### config.mk
export PLATFORM = sky130hd
export DESIGN_NAME = board_link
export DESIGN_NICKNAME = d
export VERILOG_FILES = /design/src/rtl/project_cfg_pkg.sv /design/src/rtl/sync_bit.sv /design/src/rtl/board_link.sv
export SDC_FILE = /design/constraint.sdc
export NUM_CORES = 1
export LEC_CHECK = 0
export ABC_AREA = 1
export BUFFER_PORTS_ARGS = -buffer_cell sky130_fd_sc_hd__buf_2
export CAP_MARGIN = 20
export CORE_MARGIN = 4
export CORE_UTILIZATION = 45
export DETAILED_ROUTE_END_ITERATION = 10
export PLACE_DENSITY_LB_ADDON = 0.2
export SLEW_MARGIN = 20
export SYNTH_ARGS = -nofsm -noshare
export SYNTH_HDL_FRONTEND = slang
export SYNTH_HIERARCHICAL = 1
export SYNTH_SLANG_ARGS = --single-unit
### constraint.sdc
create_clock -name clk -period 2.1 [get_ports clk]
set_input_delay 0.21 -clock clk [delete_from_list [all_inputs] [get_ports clk]]
set_output_delay 0.21 -clock clk [all_outputs]
set_load 0.03 [all_outputs]
### src/rtl/project_cfg_pkg.sv
// Shared configuration for the board-to-board link: FSM state types and default sizing.
// Latency: n/a (types and constants only).
// Backpressure: n/a.
package project_cfg_pkg;

    localparam int DEFAULT_DATA_WIDTH     = 8;
    localparam int DEFAULT_TIMEOUT_CYCLES = 1_000_000;
    localparam int DEFAULT_MAX_RETRIES    = 3;
    localparam int DEFAULT_SYNC_STAGES    = 2;

    typedef enum logic [2:0] {
        TX_IDLE,
        TX_SETUP,
        TX_REQ,
        TX_REL,
        TX_GAP,
        TX_ERR
    } tx_state_t;

    typedef enum logic {
        RX_IDLE,
        RX_ACK
    } rx_state_t;

    // Bits needed to hold 0..max_val; never narrower than one bit.
    function automatic int cnt_width(input int max_val);
        return (max_val < 1) ? 1 : $clog2(max_val + 1);
    endfunction

endpackage

### src/rtl/sync_bit.sv
// Multi-flop synchroniser for one asynchronous control line.
// Latency: SYNC_STAGES clk cycles from d to q.
// Backpressure: none; samples every cycle.
// Ports: clk, rst (async, active high), d (async input), q (synchronised output).
module sync_bit
    import project_cfg_pkg::*;
#(
    parameter int SYNC_STAGES = DEFAULT_SYNC_STAGES
) (
    input  logic clk,
    input  logic rst,
    input  logic d,
    output logic q
);

    // Fewer than two stages gives no metastability protection.
    localparam int STAGES = (SYNC_STAGES < 2) ? 2 : SYNC_STAGES;

    logic [STAGES-1:0] sync_q;

    always_ff @(posedge clk or posedge rst) begin
        if (rst) begin
            sync_q <= '0;
        end else begin
            sync_q <= {sync_q[STAGES-2:0], d};
        end
    end

    assign q = sync_q[STAGES-1];

endmodule

### src/rtl/board_link.sv
// Full-duplex 4-phase req/ack link between two boards with alternating-bit sequence, timeout and retry.
// Latency: remote req edge -> ack SYNC_STAGES+1 cycles, -> rx_valid SYNC_STAGES+2 cycles.
// Backpressure: tx_ready only in idle; rx has none (rx_valid is a strobe, rx_data held until next strobe).
// Ports: tx_valid/tx_data/tx_ready local send; rx_valid/rx_data local receive;
//        link_* to/from the peer; busy, sticky error, err_clr.
module board_link
    import project_cfg_pkg::*;
#(
    parameter int DATA_WIDTH     = DEFAULT_DATA_WIDTH,
    parameter int TIMEOUT_CYCLES = DEFAULT_TIMEOUT_CYCLES,
    parameter int MAX_RETRIES    = DEFAULT_MAX_RETRIES,
    parameter int SYNC_STAGES    = DEFAULT_SYNC_STAGES
) (
    input  logic                  clk,
    input  logic                  rst,
    input  logic                  tx_valid,
    input  logic [DATA_WIDTH-1:0] tx_data,
    output logic                  tx_ready,
    output logic                  rx_valid,
    output logic [DATA_WIDTH-1:0] rx_data,
    output logic [DATA_WIDTH:0]   link_data_out,
    output logic                  link_req_out,
    input  logic                  link_ack_in,
    input  logic [DATA_WIDTH:0]   link_data_in,
    input  logic                  link_req_in,
    output logic                  link_ack_out,
    output logic                  busy,
    output logic                  error,
    input  logic                  err_clr
);

    localparam int TIMER_W = cnt_width(TIMEOUT_CYCLES);
    localparam int RETRY_W = cnt_width(MAX_RETRIES);
    localparam logic [TIMER_W-1:0] TIMER_LAST = TIMER_W'(TIMEOUT_CYCLES - 1);
    localparam logic [RETRY_W-1:0] RETRY_MAX  = RETRY_W'(MAX_RETRIES);

    logic ack_sync;
    logic req_sync;
    logic req_sync_q;

    sync_bit #(.SYNC_STAGES(SYNC_STAGES)) u_sync_ack (
        .clk (clk),
        .rst (rst),
        .d   (link_ack_in),
        .q   (ack_sync)
    );

    sync_bit #(.SYNC_STAGES(SYNC_STAGES)) u_sync_req (
        .clk (clk),
        .rst (rst),
        .d   (link_req_in),
        .q   (req_sync)
    );

    // ------------------------------------------------------------------ TX
    tx_state_t          tx_state;
    logic [TIMER_W-1:0] tx_timer;
    logic [RETRY_W-1:0] tx_retries;
    logic               tx_seq;
    logic               timer_done;
    logic               phase_timeout;

    // Timer value TIMER_LAST means the current state has lasted TIMEOUT_CYCLES cycles.
    assign timer_done    = (tx_timer == TIMER_LAST);
    assign phase_timeout = timer_done &&
                           (((tx_state == TX_REQ) && !ack_sync) ||
                            ((tx_state == TX_REL) &&  ack_sync));

    always_ff @(posedge clk or posedge rst) begin
        if (rst) begin
            tx_state      <= TX_IDLE;
            tx_timer      <= '0;
            tx_retries    <= '0;
            tx_seq        <= 1'b0;
            tx_ready      <= 1'b0;
            link_data_out <= '0;
            link_req_out  <= 1'b0;
            busy          <= 1'b0;
            error         <= 1'b0;
        end else begin
            // Saturating phase timer; every state change below restarts it.
            if (!timer_done) begin
                tx_timer <= tx_timer + TIMER_W'(1);
            end

            case (tx_state)
                TX_IDLE: begin
                    tx_ready <= 1'b1;
                    if (tx_valid && tx_ready) begin
                        tx_seq        <= ~tx_seq;
                        link_data_out <= {~tx_seq, tx_data};
                        tx_retries    <= '0;
                        tx_ready      <= 1'b0;
                        busy          <= 1'b1;
                        tx_timer      <= '0;
                        tx_state      <= TX_SETUP;
                    end
                end
                // One cycle of data ahead of req gives the peer setup margin.
                TX_SETUP: begin
                    link_req_out <= 1'b1;
                    tx_timer     <= '0;
                    tx_state     <= TX_REQ;
                end
                TX_REQ: begin
                    if (ack_sync) begin
                        link_req_out <= 1'b0;
                        tx_timer     <= '0;
                        tx_state     <= TX_REL;
                    end
                end
                TX_REL: begin
                    if (!ack_sync) begin
                        tx_ready <= 1'b1;
                        busy     <= 1'b0;
                        tx_timer <= '0;
                        tx_state <= TX_IDLE;
                    end
                end
                // Retransmission reuses link_data_out untouched: same seq, same payload.
                TX_GAP: begin
                    if (timer_done) begin
                        tx_timer <= '0;
                        tx_state <= TX_SETUP;
                    end
                end
                TX_ERR: begin
                    if (err_clr) begin
                        error      <= 1'b0;
                        tx_retries <= '0;
                        tx_ready   <= 1'b1;
                        tx_timer   <= '0;
                        tx_state   <= TX_IDLE;
                    end
                end
                default: begin
                    tx_state <= TX_IDLE;
                end
            endcase

            if (phase_timeout) begin
                link_req_out <= 1'b0;
                tx_timer     <= '0;
                if (tx_retries == RETRY_MAX) begin
                    error    <= 1'b1;
                    busy     <= 1'b0;
                    tx_state <= TX_ERR;
                end else begin
                    tx_retries <= tx_retries + RETRY_W'(1);
                    tx_state   <= TX_GAP;
                end
            end
        end
    end

    // ------------------------------------------------------------------ RX
    rx_state_t         rx_state;
    logic              rx_pend;
    logic [DATA_WIDTH:0] rx_sample;
    logic              rx_last_seq;

    always_ff @(posedge clk or posedge rst) begin
        if (rst) begin
            rx_state     <= RX_IDLE;
            req_sync_q   <= 1'b0;
            rx_pend      <= 1'b0;
            rx_sample    <= '0;
            rx_last_seq  <= 1'b0;
            rx_valid     <= 1'b0;
            rx_data      <= '0;
            link_ack_out <= 1'b0;
        end else begin
            req_sync_q <= req_sync;
            rx_valid   <= 1'b0;
            rx_pend    <= 1'b0;

            // A repeated seq is a retransmission of something already delivered.
            if (rx_pend && (rx_sample[DATA_WIDTH] != rx_last_seq)) begin
                rx_valid    <= 1'b1;
                rx_data     <= rx_sample[DATA_WIDTH-1:0];
                rx_last_seq <= rx_sample[DATA_WIDTH];
            end

            case (rx_state)
                RX_IDLE: begin
                    if (req_sync && !req_sync_q) begin
                        rx_sample    <= link_data_in;
                        rx_pend      <= 1'b1;
                        link_ack_out <= 1'b1;
                        rx_state     <= RX_ACK;
                    end
                end
                RX_ACK: begin
                    if (!req_sync) begin
                        link_ack_out <= 1'b0;
                        rx_state     <= RX_IDLE;
                    end
                end
                default: begin
                    rx_state <= RX_IDLE;
                end
            endcase
        end
    end

endmodule
==> results of run 1 <==
==> critical path, delay by kind of cell, from the launching register on <==
| family | cells | cell delay, ns |
|---|---|---|
| fa+ha+maj | 1 | 0.21 |
| flops | 1 | 0.43 |
| simple gates | 9 | 1.00 |
==> power by group <==
part | leakage [uW] | switching (uW) | internal (uW) | total [uW]
logic | 0.000969 | 1050 | 418 | 1460
clock network | 0.000104 | 483 | 692 | 1170
registers | 0.000835 | 178 | 1520 | 1700
total | 0.00191 | 1710 | 2630 | 4340
==> layout by cell type, fill, tap and decap left out, drive strengths merged <==
cell | synthesis | routed
a21oi | 2 | 2
clkinv | 1 | 2
xor2 | 9 | 9
nand3 | 25 | 25
o22ai | 1 | 1
clkinvlp | 0 | 2
a31oi | 1 | 1
inv | 51 | 51
nand4 | 7 | 7
and3 | 1 | 1
nor2 | 63 | 63
nand2 | 128 | 128
buf | 4 | 49
o21ai | 24 | 24
dfrtp | 65 | 65
nor3 | 9 | 9
xnor2 | 1 | 1
o21bai | 2 | 2
dlygate4sd3 | 0 | 3
clkbuf | 2 | 10
ha | 3 | 3
bufinv | 0 | 2
o21a | 1 | 1
a2bb2oi | 1 | 1
and2 | 1 | 1
==> how the worst max path moves through the flow <==
stage	depth (start not counted)	start	slack, ns	to
2_1_floorplan	1	rst	0.38	busy$_DFF_PP0_
3_3_place_gp	10	tx_timer[0]$_DFF_PP0_	0.40	tx_state[0]$_DFFE_PP0P_
3_5_place_dp	8	tx_timer[0]$_DFF_PP0_	0.36	tx_timer[19]$_DFF_PP0_
4_1_cts	8	tx_timer[0]$_DFF_PP0_	0.35	tx_timer[19]$_DFF_PP0_
5_1_grt	10	tx_timer[0]$_DFF_PP0_	0.17	tx_state[0]$_DFFE_PP0P_
6_report	10	tx_timer[0]$_DFF_PP0_	0.35	tx_state[0]$_DFFE_PP0P_
==> cells by family (layout without fill, tap and decap cells) <==
logic type | count (synthesis) | in the layout | share of synthesized area [%]
AND/OR/NAND/NOR | 234 | 234 | 34.16
flip-flops | 65 | 65 | 49.45
buffers and inverters | 58 | 119 | 7.303
AO/OA/AOI/OAI | 32 | 32 | 5.288
XOR/XNOR | 10 | 10 | 2.663
adder cells (fa/ha/maj) | 3 | 3 | 1.141
==> stage by stage <==
step | utilization (%) | cell area [sq um] | hold slack [ns]
floorplan | - | 3289 | -0.04882
global placement | 52.13 | 3620 | 0.08750
detailed placement | 52.13 | 3620 | 0.08905
CTS | 55.69 | 3867 | 0.05276
global route | 55.69 | 3867 | 0.06365
finish | 55.69 | 3867 | 0.06985
==> sequential cells by signal, summed over array words and instances, names as in the netlist <==
signal	cells
rx_sample	9
busy	1
rx_state	1
rx_pend	1
rx_data	8
tx_ready	1
error	1
tx_retries	2
link_req_out	1
u_sync_ack/sync_q	2
req_sync_q	1
link_data_out	9
link_ack_out	1
u_sync_req/sync_q	2
tx_timer	20
tx_state	3
rx_last_seq	1
rx_valid	1
==> routing by layer <==
metal  GRT usage (%)  share of wire, %
met4           5.739              0.85
met3           4.666               3.8
met1           22.98                49
met2           25.25                46
met5               0                 0
==> repair_timing <==
item,CTS,global route
hold buffers,3,0
endpoints found under the hold margin,31,0
setup endpoints to repair,0,0
==> layout make-up <==
type                    count  area [sq um]
repair buffers             52         285.3
multi-input cells         279          1423
fillers                   659          3077
clock buffers              10         137.6
well taps                  96         120.1
inverters                  52         195.2
clock inverters             5         80.08
flip-flops and latches     65          1627
==> run_results.csv, run 1 <==
group,metric,value,unit
outcome,outcome,"finished, final reports clean",
critical_path,cp_slowest_cell,"dfrtp_1",
synthesis,ys_seq_area_share,49.45,%
sta,setup_viol,0,
die,boundaryPins,46,
min_path,holdCritPathClass,"primary input to register",
place,dp_hpwl,4944,um
synthesis,netlist.area_leader.share,49.45,%
critical_path,reg2reg_from,"tx_timer[0]$_DFF_PP0_",
min_path,hold_depth,3,
power,total_leakage_power,0.001908,uW
layout,layout.nets,485,
layout,n_antenna_cell,0,
critical_path,reg2reg_slack,0.35,ns
critical_path,r2r-end,"tx_state[0]$_DFFE_PP0P_",
power,total_power,4341,uW
sta,slew_viol_final,0,
route,vias,2597,
global_route,grt_overflow,0,
synthesis,syn-num-nets,428,
critical_path,crit_fanout,6,
die,die_area,0.008741,sq mm
synthesis,synth_common_cells,"nand2_1, dfrtp_1, inv_1",
synthesis,synth_cell_types,33,
sta,period_minus_slack,1.755,ns
route,drtIter0Drc,118,
layout,layout-drive-gt1-share,21.81,%
route,wl,6487,um
critical_path,cp-start-kind,"register",
sta,period_share,83.55,%
critical_path,cp.arrival,1.98,ns
die,rows,30,
die,start_util,47.37,%
synthesis,synth_ff_type,"dfrtp_1",
synthesis,netlist_area,0.003289,sq mm
clock_network,h-tree-depth,3,
place,dp.cells,541,
synthesis,synthArstFlopShare,100.0,%
job,drv_cap,0,
place,portBuffers,45,
synthesis,synth_edf_count,0,
sta,slew_headroom,64.04,%
layout,layout.cells.non_filler,559,
global_route,track_usage,16.71,%
die,die_y,93.50,um
synthesis,yosys_warnings,6,
route,routedWlPerCell,11.60,um
sta,fmax,570.0,MHz
clock_network,post-cts-setup-buffer-count,0,
sta,final.setup.worst_slack,0.3455,ns
synthesis,synth.avg_cell_area,8.183,sq um
synthesis,synth_top_cell_by_area,"dfrtp_1",
route,dr.pass1.iters,4,
global_route,grt_pass1_vias,2582,
clock_network,root_buffer,"clkbuf_8",
sta,worstMarginPinSlew,0.5365,ns
global_route,antenna_found_initial,0,
power,peakVddDrop,0.7241,mV
critical_path,cp_cell_sequence,"ha_1 > nand2_1 > nor2_1 > nand3_1 > nor2_1 > nand3_1 > nand2_1 > nand2_1 > nand2_1 > nand2_1",
layout,syn2layout_area_growth,17.57,%
clock_network,clock_latency,0.33,ns
sta,skew,0.007655,ns
die,coreArea,0.006944,sq mm
clock_network,cts_tree,"yes",
place,place_ws,0.3614,ns
route,ant_nets,0,
synthesis,synthTopCellsByArea,"dfrtp_1, nand2_1, inv_1",
critical_path,worstPathRequired,2.33,ns
critical_path,worstSetupEndpointType,"register",
global_route,grt_start_max_net_pins,28,
critical_path,slowest_delay,0.43,ns
critical_path,cp_common_cell,"nand2_1",
route,routed_via_density,4.646,
die,fp.dieW,93.50,um
critical_path,crit_type,"register to register",
global_route,grt_pass1_wl,11650,um
power,pwr_density_cell,1122,mW/mm^2
synthesis,ys_seq_elements,65,
clock_network,cts_buffers,9,
clock_network,postCtsResizedCells,0,
clock_network,clockBufferDepth,2,
synthesis,yosysMostFrequentCell,"nand2_1",
sta,setup_tns,0,ns
sta,rsz0062_at_grt,"false",
synthesis,netlist_instances,402,
place,place_congestion,0.9404,
clock_network,clock_sinks,65,
min_path,hold_start,"tx_data[2]",
critical_path,worstRegToRegCells,10,
sta,hold_violations,0,
min_path,hold_end,"link_data_out[2]$_DFFE_PP0P_",
clock_network,clkTransAtPathRegs,0.07,ns
route,drc,0,
(Power assumes the default switching activity.)
==> inputs of run 2 (changes only) <==
==> constraint.sdc (replaced) <==
create_clock -name clk -period 1.7 [get_ports clk]
set_input_delay 0.17 -clock clk [delete_from_list [all_inputs] [get_ports clk]]
set_output_delay 0.17 -clock clk [all_outputs]
set_load 0.03 [all_outputs]
==> run_results.csv, run 2 (synthesized netlist as in run 1, its figures left out) <==
group,metric,value,unit
layout,syn2layout_area_growth,22.14,%
critical_path,worstSetupEndpointType,"register",
clock_network,cts_tree,"yes",
power,total_power,5595,uW
power,seq_power_share,37.5,%
layout,layout-drive-gt1-share,24.47,%
clock_network,clkTransAtPathRegs,0.08,ns
die,die_y,93.50,um
power,pwr_density_cell,1393,mW/mm^2
place,dp_hpwl,4942,um
sta,setup_viol,0,
sta,hold_violations,0,
layout,layout.nets,495,
sta,period_minus_slack,1.615,ns
layout,final_cell_mix,"nand2_1, dfrtp_1, inv_1",
place,place_ws,0.05355,ns
route,dr.pass1.iters,5,
sta,slew_viol_final,0,
critical_path,cp_slowest_cell,"dfrtp_1",
layout,regMostFlops,"tx_timer",
global_route,grt_overflow,0,
sta,setup_tns,0,ns
route,routedWlPerCell,12.19,um
clock_network,clock_latency,0.35,ns
layout,fin_area,0.004018,sq mm
power,power.switching,2213,uW
layout,mostFrequentLayoutCell,"nand2_1",
power,swShare,39.55,%
die,die_area,0.008741,sq mm
clock_network,clockBufferDepth,2,
route,wl,6950,um
layout,fillers,649,
global_route,antenna_found_initial,0,
clock_network,h-tree-depth,3,
place,dpl_cell_area,0.003702,sq mm
sta,fmax,619.3,MHz
die,rows,30,
sta,slew_headroom,72.40,%
die,boundaryPins,46,
clock_network,clock_sinks,65,
route,ant_nets,0,
critical_path,crit_type,"register to register",
sta,rsz0062_at_grt,"true",
outcome,outcome,"finished, final reports clean",
die,coreArea,0.006944,sq mm
min_path,holdCritPathClass,"primary input to register",
route,routed_via_density,4.796,
layout,fin_util,57.86,%
critical_path,crit_fanout,9,
layout,register_area,0.001628,sq mm
die,start_util,47.37,%
route,drc,0,
critical_path,cp-start-kind,"register",
route,drtIter0Drc,171,
clock_network,cts_buffers,9,
sta,worstMarginPinSlew,0.4135,ns
critical_path,cp_common_cell,"nand2_4",
global_route,track_usage,17.31,%
clock_network,root_buffer,"clkbuf_8",
global_route,grt_start_max_net_pins,62,
global_route,grt_pass1_vias,2618,
power,p_int,3382,uW
power,total_leakage_power,0.001975,uW
power,clockPowerShare,26.1,%
layout,multi_input_area,0.001453,sq mm
critical_path,worstPathRequired,1.94,ns
route,vias,2734,
critical_path,slowest_delay,0.43,ns
place,portBuffers,45,
global_route,grt_pass1_wl,11870,um
die,fp.dieW,93.50,um
sta,period_share,94.99,%
job,drv_cap,0,
layout,largest_register_ffs,20,
power,peakVddDrop,0.8933,mV
sta,final.setup.worst_slack,0.08524,ns
place,place_congestion,0.8841,
power,comb_power_share,36.3,%
critical_path,cp.arrival,1.85,ns
layout,largestRegisters,"tx_timer (20), link_data_out (9), rx_sample (9)",
sta,skew,0.01112,ns
layout,n_antenna_cell,0,
critical_path,cp_cell_sequence,"inv_2 > nor2_2 > nand3_2 > nand2_4 > nand3_4 > nand2_4 > buf_12 > nor2_1",
-- run 2: metrics by stage --
| stage | hold slack, ns | instances |
|---|---|---|
| 2_1_floorplan | -0.08882 | 402 |
| 6_report | 0.01744 | 570 |
| 4_1_cts | 0.003414 | 568 |
| 5_1_grt | 0.01246 | 570 |
| 3_5_place_dp | 0.05202 | 547 |
| 3_3_place_gp | 0.04696 | 547 |
-- run 2: worst max-delay path, delay by kind of cell (launching register included) --
kind | cells | cell delay [ns]
flops | 1 | 0.43
buf+inv | 2 | 0.26
simple gates | 6 | 0.80
-- run 2: layer usage --
| metal | track usage [%] | vias to the layer above | share of wire, % |
|---|---|---|---|
| li1 | - | 1384 | - |
| met1 | 22.19 | 1272 | 45 |
| met2 | 27.52 | 68 | 47 |
| met3 | 4.827 | 10 | 6.1 |
| met4 | 7.082 | 0 | 1.6 |
| met5 | 0 | - | 0 |
-- run 2: area by class of cell --
class	count	share of cell area, %
Inverter	52	4.858
Clock buffer	10	3.177
Multi-Input combinational cell	279	36.16
Tap cell	96	2.990
Sequential cell	65	40.52
Clock inverter	6	2.273
Timing Repair Buffer	62	10.03
-- run 2: path summary, 6_finish.rpt --
path	to	slack, ns	startpoint	cells past startpoint
worst max-delay path	tx_timer[18]$_DFF_PP0_	0.09	tx_state[1]$_DFFE_PP0P_	8
worst min-delay path	rx_sample[4]$_DFFE_PP0P_	0.02	link_data_in[4]	3
worst max register to register	tx_timer[18]$_DFF_PP0_	0.09	tx_state[1]$_DFFE_PP0P_	8
worst min register to register	u_sync_req/sync_q[1]$_DFF_PP0_	0.35	u_sync_req/sync_q[0]$_DFF_PP0_	0
max in group asynchronous	tx_timer[3]$_DFF_PP0_	0.97	rst	4
min in group asynchronous	u_sync_req/sync_q[0]$_DFF_PP0_	0.23	rst	3
-- run 2: what timing repair did --
item                                    in CTS  in global routing
buffers inserted                             0                  2
hold buffers                                 5                  0
hold endpoints to repair                    69                  0
gates resized for setup                      0                  9
endpoints found under the setup margin       0                 20
-- run 2: power by group through the flow --
stage	Clock, uW	Sequential (uW)	Combinational (uW)
after detailed placement	0	2120	2040
after global routing	1570	2140	2220
after CTS	1510	2100	2040
after floorplan	0	2500	1060
final	1460	2100	2030
after global placement	0	2120	1990
==> inputs of run 3 (changes only) <==
--- a/config.mk
+++ b/config.mk
@@ -15,5 +15,4 @@
 export SLEW_MARGIN = 20
 export SYNTH_ARGS = -nofsm -noshare
 export SYNTH_HDL_FRONTEND = slang
-export SYNTH_HIERARCHICAL = 1
 export SYNTH_SLANG_ARGS = --single-unit
==> run_results.csv, run 3 <==
group,metric,value,unit
power,total_leakage_power,0.001998,uW
synthesis,netlist.area_leader.share,50.43,%
clock_network,clock_latency,0.33,ns
synthesis,synth_top_family_by_area,"simple AND/OR/NAND/NOR gates",
synthesis,synthArstFlopShare,100.0,%
power,power.switching,1030,uW
place,portBuffers,45,
clock_network,clock_sinks,65,
layout,mostFrequentLayoutCell,"nand2_1",
critical_path,cp-start-kind,"register",
die,start_util,46.96,%
place,dp_hpwl,4913,um
global_route,track_usage,17.07,%
layout,n_antenna_cell,0,
critical_path,r2r-end,"tx_timer[0]$_DFF_PP0_",
synthesis,synth-compound-area-share,3.142,%
route,routedWlPerCell,12.06,um
sta,period_minus_slack,1.650,ns
synthesis,synth.avg_cell_area,8.166,sq um
power,peakVddDrop,0.9073,mV
route,dr.pass1.iters,4,
synthesis,yosys_warnings,0,
synthesis,synth_edf_count,0,
global_route,grt_start_max_net_pins,46,
route,wl,6741,um
sta,skew,0.006419,ns
layout,layout-drive-gt1-share,23.97,%
sta,fmax,606.0,MHz
route,vias,2661,
critical_path,crit_fanout,3,
critical_path,worstPathRequired,1.93,ns
synthesis,netlist_instances,395,
min_path,hold_start,"link_data_in[0]",
power,clockPowerShare,37.6,%
layout,multi_input_area,0.001420,sq mm
route,drc,0,
critical_path,reg2reg_slack,0.05,ns
layout,largestRegisters,"tx_timer (20), link_data_out (9), rx_sample (9)",
synthesis,syn-num-nets,421,
die,die_area,0.008587,sq mm
power,seq_power_share,48.7,%
clock_network,clockBufferDepth,2,
layout,layout.nets,484,
min_path,hold_end,"rx_sample[0]$_DFFE_PP0P_",
job,drv_cap,0,
critical_path,reg2reg_from,"tx_timer[1]$_DFF_PP0_",
critical_path,slowest_delay,0.38,ns
synthesis,synth_top_cell_by_area,"dfrtp_1",
outcome,outcome,"finished, final reports clean",
global_route,grt_pass1_wl,11720,um
power,pwr_density_cell,928.6,mW/mm^2
synthesis,ys_seq_area_share,50.43,%
min_path,hold_depth,3,
layout,final_cell_mix,"nand2_1, dfrtp_1, nor2_1, buf_2, inv_1",
power,p_int,2610,uW
sta,period_share,97.07,%
layout,register_area,0.001629,sq mm
min_path,holdCritPathClass,"primary input to register",
critical_path,cp_slowest_cell,"dfrtp_1",
critical_path,cp.arrival,1.88,ns
layout,syn2layout_area_growth,21.49,%
die,boundaryPins,46,
die,die_y,92.67,um
synthesis,synth_common_cells,"nand2_1, dfrtp_1, nor2_1",
clock_network,root_buffer,"clkbuf_8",
global_route,antenna_found_initial,0,
critical_path,crit_type,"register to register",
route,routed_via_density,4.760,
critical_path,cp_cell_sequence,"ha_1 > nand2_2 > nor2_4 > nand4_1 > ha_1 > and3_1 > nor2_1 > nor2_1",
sta,slew_viol_final,0,
place,place_congestion,0.9033,
synthesis,yosys.area_share.simple,35.30,%
clock_network,cts_buffers,9,
sta,slew_headroom,68.61,%
die,coreArea,0.006869,sq mm
synthesis,synth_cell_types,32,
power,total_power,3639,uW
die,fp.dieW,92.67,um
sta,setup_viol,0,
place,place_ws,0.007180,ns
synthesis,synth_fa_ha_area_share,1.164,%
synthesis,synth_xor_area_share,3.258,%
sta,hold_violations,0,
layout,fillers,638,
die,rows,30,
power,comb_power_share,13.7,%
sta,worstMarginPinSlew,0.4699,ns
layout,regMostFlops,"tx_timer",
route,ant_nets,0,
synthesis,synthTopCellsByArea,"dfrtp_1, nand2_1, nor2_1",
clock_network,h-tree-depth,3,
synthesis,ys_seq_elements,65,
critical_path,worstSetupEndpointType,"register",
sta,final.setup.worst_slack,0.04987,ns
synthesis,netlist_area,0.003226,sq mm
clock_network,clkTransAtPathRegs,0.07,ns
clock_network,cts_tree,"yes",
global_route,grt_overflow,0,
synthesis,yosysMostFrequentCell,"nand2_1",
power,swShare,28.29,%
layout,largest_register_ffs,20,
synthesis,synth_ff_type,"dfrtp_1",
global_route,grt_pass1_vias,2603,
critical_path,worstRegToRegCells,8,
synthesis,muxShareOfSynthArea,0,%
route,drtIter0Drc,154,
run 3: cell types whose count changed after synthesis, moves of 2 or more:
cell,before,now
nand4_2,0,2
nand2_2,3,1
nor2_2,7,4
o21ai_0,22,11
o21bai_1,2,0
inv_2,4,2
nand4_1,7,5
nor3_1,7,5
inv_1,47,42
nor2_1,43,48
nand2_1,123,139
run 3: what timing repair did:
| action | in CTS | in global routing |
|---|---|---|
| setup endpoints to repair | 0 | 21 |
| endpoints found under the hold margin | 22 | 0 |
| hold buffers | 3 | 0 |
| resized for setup | 0 | 13 |
| setup buffers | 0 | 1 |
run 3: cell type report:
class | instances | area share (%)
inverters | 44 | 4.310
well taps | 96 | 3.065
flip-flops and latches | 65 | 41.57
clock inverters | 5 | 1.564
repair buffers | 58 | 9.387
multi-input cells | 280 | 36.24
clock buffers | 11 | 3.863
run 3: worst max-delay path by stage:
stage,start,end,cells after the start
final,tx_timer[1]$_DFF_PP0_,tx_timer[0]$_DFF_PP0_,8
after global routing,tx_timer[1]$_DFF_PP0_,tx_timer[0]$_DFF_PP0_,8
after CTS,tx_timer[1]$_DFF_PP0_,tx_state[0]$_DFFE_PP0P_,10
after floorplan,tx_timer[0]$_DFF_PP0_,tx_timer[11]$_DFF_PP0_,9
after global placement,tx_state[0]$_DFFE_PP0P_,tx_timer[19]$_DFF_PP0_,7
after detailed placement,tx_timer[1]$_DFF_PP0_,tx_state[0]$_DFFE_PP0P_,10
run 3: metal layers:
metal	GRT usage, %	part of all wire [%]	vias up
li1	-	-	1352
met1	21.62	45	1232
met2	27.85	48	69
met3	5.361	5.3	8
met4	5.495	1.1	0
met5	0	0	-
run 3: cells by family (layout without fill, tap and decap cells):
group	after synthesis	after routing
XOR/XNOR	12	12
adder cells (fa/ha/maj)	3	3
flip-flops	65	65
buffers and inverters	50	118
AND/OR/NAND/NOR	246	246
AO/OA/AOI/OAI	19	19
run 3: through the flow:
step / setup TNS (ns) / cells / utilization, % / hold slack (ns) / area (sq um)
3_3_place_gp: 0 / 539 / 52.82 / 0.2125 / 3628
3_5_place_dp: 0 / 539 / 52.82 / 0.2191 / 3628
4_1_cts: 0 / 558 / 56.36 / 0.01052 / 3871
2_1_floorplan: 0 / 395 / - / 0.2014 / 3229
5_1_grt: -0.07398 / 559 / 57.05 / 0.02137 / 3919
6_report: 0 / 559 / 57.05 / 0.02758 / 3919
run 3: worst max-delay path, delay by kind of cell (launching register included):
| kind | cells | cell delay (ns) |
|---|---|---|
| adders and majority gates | 2 | 0.43 |
| DFF | 1 | 0.38 |
| and+or+nand+nor | 6 | 0.74 |
run 3: power groups by stage:
stage | Clock, uW | Sequential, uW | Combinational, uW
final | 1370 | 1770 | 498
after global routing | 1480 | 1790 | 561
after CTS | 1410 | 1770 | 510
after detailed placement | 0 | 1800 | 500
after global placement | 0 | 1790 | 493
after floorplan | 0 | 1970 | 160
